--- src/rtl/toggle_counter.sv ---
// toggle_counter: WIDTH-bit up/down counter built from T flip-flop stages.
// Counts between 0 and MAX, either wrapping or saturating at the ends, with
// synchronous clear/load, a one-cycle terminal-count pulse (tc) and a T
// flip-flop (div_out) that toggles on every terminal-count event.
// Every output is registered, so no input reaches an output combinationally.
module toggle_counter #(
   parameter int WIDTH     = 4,
   parameter int MAX       = 9,
   parameter bit SATURATE  = 1'b0,
   parameter int RESET_VAL = 0
) (
   input  logic             clk,
   input  logic             rst_n,
   input  logic             clr,
   input  logic             load,
   input  logic [WIDTH-1:0] load_val,
   input  logic             en,
   input  logic             up,
   output logic [WIDTH-1:0] q,
   output logic             tc,
   output logic             div_out
);

   // The terminal value, the reset value and the count step, all as
   // WIDTH-bit unsigned constants. Arithmetic on the count stays inside
   // WIDTH bits, so MAX = 2**WIDTH-1 wraps without needing a carry bit.
   localparam logic [WIDTH-1:0] MAX_V  = WIDTH'(MAX);
   localparam logic [WIDTH-1:0] RST_V  = WIDTH'(RESET_VAL);
   localparam logic [WIDTH-1:0] ONE_V  = WIDTH'(1);

   // Decoded conditions on the current count.
   logic             at_top;
   logic             at_bottom;
   logic             over_max;

   // Value the count should hold after this edge, and the per-stage toggle
   // mask that gets it there.
   logic [WIDTH-1:0] q_next;
   logic [WIDTH-1:0] t;

   // Next values of the flag outputs.
   logic             tc_next;
   logic             div_toggle;

   // Clamped load value: anything past MAX is taken as MAX.
   logic [WIDTH-1:0] load_clamped;

   // Decode where the count sits relative to its two boundaries.
   always_comb begin
      at_top       = (q == MAX_V);
      at_bottom    = (q == '0);
      over_max     = (q > MAX_V);
      load_clamped = (load_val > MAX_V) ? MAX_V : load_val;
   end

   // Pick the next count with clr > load > en priority. The terminal event
   // happens only when counting into a boundary, never on clr or load.
   always_comb begin
      q_next     = q;
      tc_next    = 1'b0;
      div_toggle = 1'b0;
      if (clr) begin
         q_next = '0;
      end else if (load) begin
         q_next = load_clamped;
      end else if (en) begin
         if (up) begin
            if (over_max) begin
               q_next = '0;
            end else if (at_top) begin
               tc_next    = 1'b1;
               div_toggle = 1'b1;
               q_next     = SATURATE ? MAX_V : '0;
            end else begin
               q_next = q + ONE_V;
            end
         end else begin
            if (over_max) begin
               q_next = MAX_V;
            end else if (at_bottom) begin
               tc_next    = 1'b1;
               div_toggle = 1'b1;
               q_next     = SATURATE ? '0 : MAX_V;
            end else begin
               q_next = q - ONE_V;
            end
         end
      end
   end

   // Each counter bit is a T flip-flop; its t input is set wherever the
   // current and next counts differ.
   always_comb begin
      t = q ^ q_next;
   end

   // Counter stages: toggle the bits selected by t; reset to RESET_VAL.
   always_ff @(posedge clk or negedge rst_n) begin
      if (!rst_n) begin
         q <= RST_V;
      end else begin
         q <= q ^ t;
      end
   end

   // Terminal-count pulse and the divided output, cleared by reset only;
   // clr and load leave div_out where it is.
   always_ff @(posedge clk or negedge rst_n) begin
      if (!rst_n) begin
         tc      <= 1'b0;
         div_out <= 1'b0;
      end else begin
         tc      <= tc_next;
         div_out <= div_out ^ div_toggle;
      end
   end

endmodule

--- config.mk ---
export PLATFORM = sky130hd
export DESIGN_NAME = toggle_counter
export DESIGN_NICKNAME = d
export VERILOG_FILES = /design/src/rtl/toggle_counter.sv
export SDC_FILE = /design/constraint.sdc
export NUM_CORES = 1
export LEC_CHECK = 0
export BUFFER_PORTS_ARGS = -buffer_cell sky130_fd_sc_hd__buf_2
export CAP_MARGIN = 20
export CORE_AREA = 2 2 39 41
export DETAILED_ROUTE_END_ITERATION = 12
export DIE_AREA = 0 0 41 43
export GPL_ROUTABILITY_DRIVEN = 1
export MAX_ROUTING_LAYER = met4
export PLACE_DENSITY = 0.62
export SYNTH_ARGS = -nofsm -noshare
export SYNTH_HDL_FRONTEND = slang
export SYNTH_SLANG_ARGS = --single-unit
--- constraint.sdc ---
create_clock -name clk -period 1.8 [get_ports clk]
set_input_delay 0.27 -clock clk [delete_from_list [all_inputs] [get_ports clk]]
set_output_delay 0.27 -clock clk [all_outputs]
set_load 0.01 [all_outputs]
# Word level (Yosys, flattened, before mapping)
# Index checks and enable logic that the tools add are counted.
# totals
ff_bits	6
out_inout_bits	6
in_bits	10
elab_cells	29
# op_classes
add_sub_neg	2
n_lt_le_gt_ge	2
n_mux	17
bitwise_logic	3
n_eq_ne	1
n_reduce_logical	1
# ops
operator	n
4-bit two-way mux	9
4-bit greater-than comparator (second input constant)	2
1-bit two-way mux	8
4-bit bitwise XOR	2
4-bit by 1-bit adder with 4-bit output (second input constant)	1
4-bit == test (second input constant)	1
4-bit logical NOT	1
4-bit by 1-bit subtractor with 4-bit output (second input constant)	1
1-bit bitwise XOR	1

# Depth between registers and ports, before layout
# depth
depth_word	9
mapped_depth	5
depth_no_buf	4

# Least setup slack after synthesis
# Ideal clock, no wire load.
# synth_path
path_type	reg2reg
from	register q[0]
to	register q[2]
required_ns	1.723
n_path_buf	1
setup_ns	0.077
stages_incl_launch_ff	6
period_less_slack_ns	1.614
path_slack_ns	0.186
arrival_time_ns	1.537
cell_sequence	dfrtp_1 > buf_6 > or3_4 > o32a_1 > a311o_1 > a21oi_1
# synth_between
elab_chain_cells	9
elab_cells_between_ends	15
classes_between	add/sub (2); order compare (1); eq/ne (1); mux (8); bitwise (2); reduce/logical (1)
# synth_lines
item	line	rtl
start: declaration	19	output logic [WIDTH-1:0] q,
start signal: assignment	102	q <= q ^ t;
4-bit by 1-bit subtractor with 4-bit output (tied with other cells)	85	q_next = q - ONE_V;
4-bit two-way mux (on tied branches)	80, 70	
4-bit two-way mux (on tied branches)	78, 68	
4-bit two-way mux (*)	67	if (up) begin
4-bit two-way mux (*)	66	end else if (en) begin
4-bit two-way mux (*)	64	end else if (load) begin
4-bit two-way mux (*)	62	if (clr) begin
4-bit bitwise XOR (*)	94	t = q ^ q_next;
4-bit bitwise XOR (*)	102	
# Every way passes the cells marked *; elsewhere a longest branch is shown, timed or not.

# Final worst setup path
# Same ends and word-level chain as after synthesis.

==> flow_metrics.tcl <==
set metrics [dict create \
    fin_crit_ns 1.627 \
    relSlewSlack_pct 79.29 \
    hold_buffers 1 \
    critPathTopFamily "compound AO/OA/AOI/OAI gates" \
    synthArstFlopShare_pct 100.0 \
    root_buffer "clkbuf_4" \
    worst-path-buf-inv 0 \
    synth_edf_count 0 \
    ys_warn_count 0 \
    path_class "flop to flop" \
    vias_per_cell 5.565 \
    fin_tns_setup_ns 0 \
    path_cells "or3_4, o32a_1, a311o_1, a21oi_1" \
    ys_seq_elements 6 \
    drtPass1Iterations 4 \
    slew_violations 0 \
    cts_buffer_depth 2 \
    dieArea_mm2 0.001763 \
    grt_pass1_wl_um 1828 \
    peakVddDrop_mv 0.6162 \
    ctsResizeCount 0 \
    row_count 14 \
    cts_buffers 3 \
    critPathMaxStageDelay_ns 0.48 \
    clk_latency_ns 0.23 \
    grt_max_degree 14 \
    drt_iter0_markers 7 \
    routedWlPerCell_um 12.69 \
    syn_area_um2 485.5 \
    seq_area_frac_synth_pct 30.93 \
    die_y_um 43 \
    final-setup-viol-count 0 \
    cap_viol_max_count 0 \
    final.fill_count 142 \
    postSynthAreaPerCell_um2 8.669 \
    final_nets 81 \
    grt_pass1_vias 424 \
    holdPathStages 2 \
    grt.total_usage_pct 15.23 \
    gr-total-overflow 0 \
    yosys-top-cells-count "dfrtp_1, nand2_1, inv_1, o21ai_0" \
    cp-start-kind "flop" \
    critPathCaptureType "flop" \
    numClockSinks 6 \
    worst-path-stages 4 \
    coreArea_mm2 0.001384 \
    cp-startpoint "q[0]" \
    start_util_pct 35.08 \
    holdWs_ns 0.2503 \
    fin_area_um2 568.0 \
    globalRouteMet1Util_pct 21.05 \
    synthTopCellsByArea "dfrtp_1, a221oi_1, buf_6" \
    tritoncts "done" \
    drc 0 \
    rsz0062_at_grt "no" \
    num_io_pins 16 \
    grtUsageMet2_pct 22.81 \
    crit_slowest_cell "dfrtp_1" \
    routed_wl_um 1079 \
    yosysTopAreaCell "dfrtp_1" \
    syn-num-nets 66 \
    r2r_end "q[2]" \
    worst_pin_slew_ns 0.3107 \
    synth.most_common_cell "dfrtp_1" \
    yosysUniqueCellTypes 29 \
    routed-via-count 473 \
    h-tree-depth 1 \
    die_w_um 41 \
    ys.flop_type "dfrtp_1" \
    antenna_found_initial 0 \
    reg2reg_depth 4 \
    hold_path_class "primary input to flop" \
    status "finished, final reports clean" \
    fin_crit_sh_pct 90.41 \
    port_buffers 15 \
    use_met3_pct 3.141 \
    syn2layout_area_growth_pct 17.01 \
    critical_path.max_fanout 11 \
    p_leak_uw 0.0002579 \
    fmax_mhz 614.5 \
    cts_setup_buffers 0 \
    worstSetupEndpoint "q[2]" \
    antenna_cells 0 \
    placed_area_um2 535.5 \
    skew_ns 0.004342 \
    required_ns 1.96 \
    p_per_area_mw_per_mm2 713.8 \
    ff2ff_setup_slack_ns 0.17 \
    reg2reg_from "q[0]" \
    hold_viol_final 0 \
    dpl.hpwl_um 825 \
    gp_congestion 0.7773 \
    busiest_layer "met2" \
    arrival_ns 1.79 \
    syn_inst 56 \
    synth_top_area_share_pct 30.93 \
    postRouteAntennaNets 0 \
    layout-drive-gt1-share_pct 37.68 \
    path_clk_slew_ns 0.04 \
]
-- placed cells by master, fill, tap and decap left out --
cell / Yosys / routed
a311oi_1: 1 / 1
nand2_1: 5 / 5
a211oi_1: 1 / 1
or3_4: 1 / 1
xor2_1: 1 / 1
o21ai_0: 4 / 4
a221oi_1: 3 / 3
buf_2: 3 / 15
inv_1: 4 / 4
o211a_1: 1 / 1
dfrtp_1: 6 / 6
a311o_1: 1 / 1
dlygate4sd3_1: 0 / 1
a21oi_1: 3 / 3
nand4b_1: 1 / 1
o32a_1: 1 / 1
mux2_2: 1 / 1
o31ai_1: 1 / 1
or2_2: 1 / 1
or3_1: 2 / 2
a21o_2: 1 / 1
or4b_1: 1 / 1
clkbuf_4: 0 / 3
or3_2: 2 / 2
nor2_1: 2 / 2
a21oi_2: 1 / 1
nand3_1: 3 / 3
nand2b_1: 1 / 1
a221o_2: 1 / 1
-- cells by family (layout without fill, tap and decap cells) --
logic type | after synthesis | count (layout) | synth area share [%]
XOR/XNOR | 1 | 1 | 1.804
buffers and inverters | 10 | 23 | 12.37
AND/OR/NAND/NOR | 19 | 19 | 22.94
flip-flops | 6 | 6 | 30.93
multiplexers | 1 | 1 | 2.319
AO/OA/AOI/OAI | 19 | 19 | 29.64
-- sequential cells by signal (all words and copies together), names as in the netlist --
name	flops
div_out	1
q	4
tc	1
-- report_power, final --
part | total (uW) | internal (uW) | leakage (uW) | switching [uW]
sequential | 177 | 154 | 0.0000779 | 22.9
clock | 114 | 74.8 | 0.0000138 | 39.2
combinational | 115 | 56.9 | 0.000166 | 57.9
total | 405 | 286 | 0.000258 | 120
-- cell type report --
type                            instances  area [um^2]  area share [%]
Tap cell                               16        20.02           3.524
Clock buffer                            3        22.52           3.965
Timing Repair Buffer                   16        85.08           14.98
Inverter                                4        15.01           2.643
Sequential cell                         6        150.1           26.43
Multi-Input combinational cell         40        275.3           48.46
-- how the worst min path moves through the flow --
stage               startpoint  endpoint  slack [ns]
CTS                        clr      q[2]        0.25
global placement         rst_n   div_out         0.1
floorplan                rst_n   div_out       -0.03
finish                     clr      q[2]        0.25
detailed placement       rst_n   div_out         0.1
global route               clr      q[2]        0.27
-- per-layer routing --
| layer | routed length [um] | part of all wire (%) | up-vias |
|---|---|---|---|
| li1 | - | - | 236 |
| met1 | 455 | 42 | 223 |
| met2 | 566 | 52 | 14 |
| met3 | 58 | 5.4 | 0 |
| met4 | 0 | 0 | 0 |
| met5 | 0 | 0 | - |
-- metrics by stage --
stage | setup WS (ns) | power (uW) | utilization, % | instances
global route | 0.07164 | 438.7 | 41.05 | 85
global placement | 0.1751 | 292.5 | 38.70 | 81
floorplan | 0.1857 | 257.2 | - | 56
finish | 0.1726 | 405.5 | 41.05 | 85
CTS | 0.1695 | 412.4 | 41.05 | 85
detailed placement | 0.1744 | 292.2 | 38.70 | 81
Note: power is estimated with default switching activity, not from simulation.
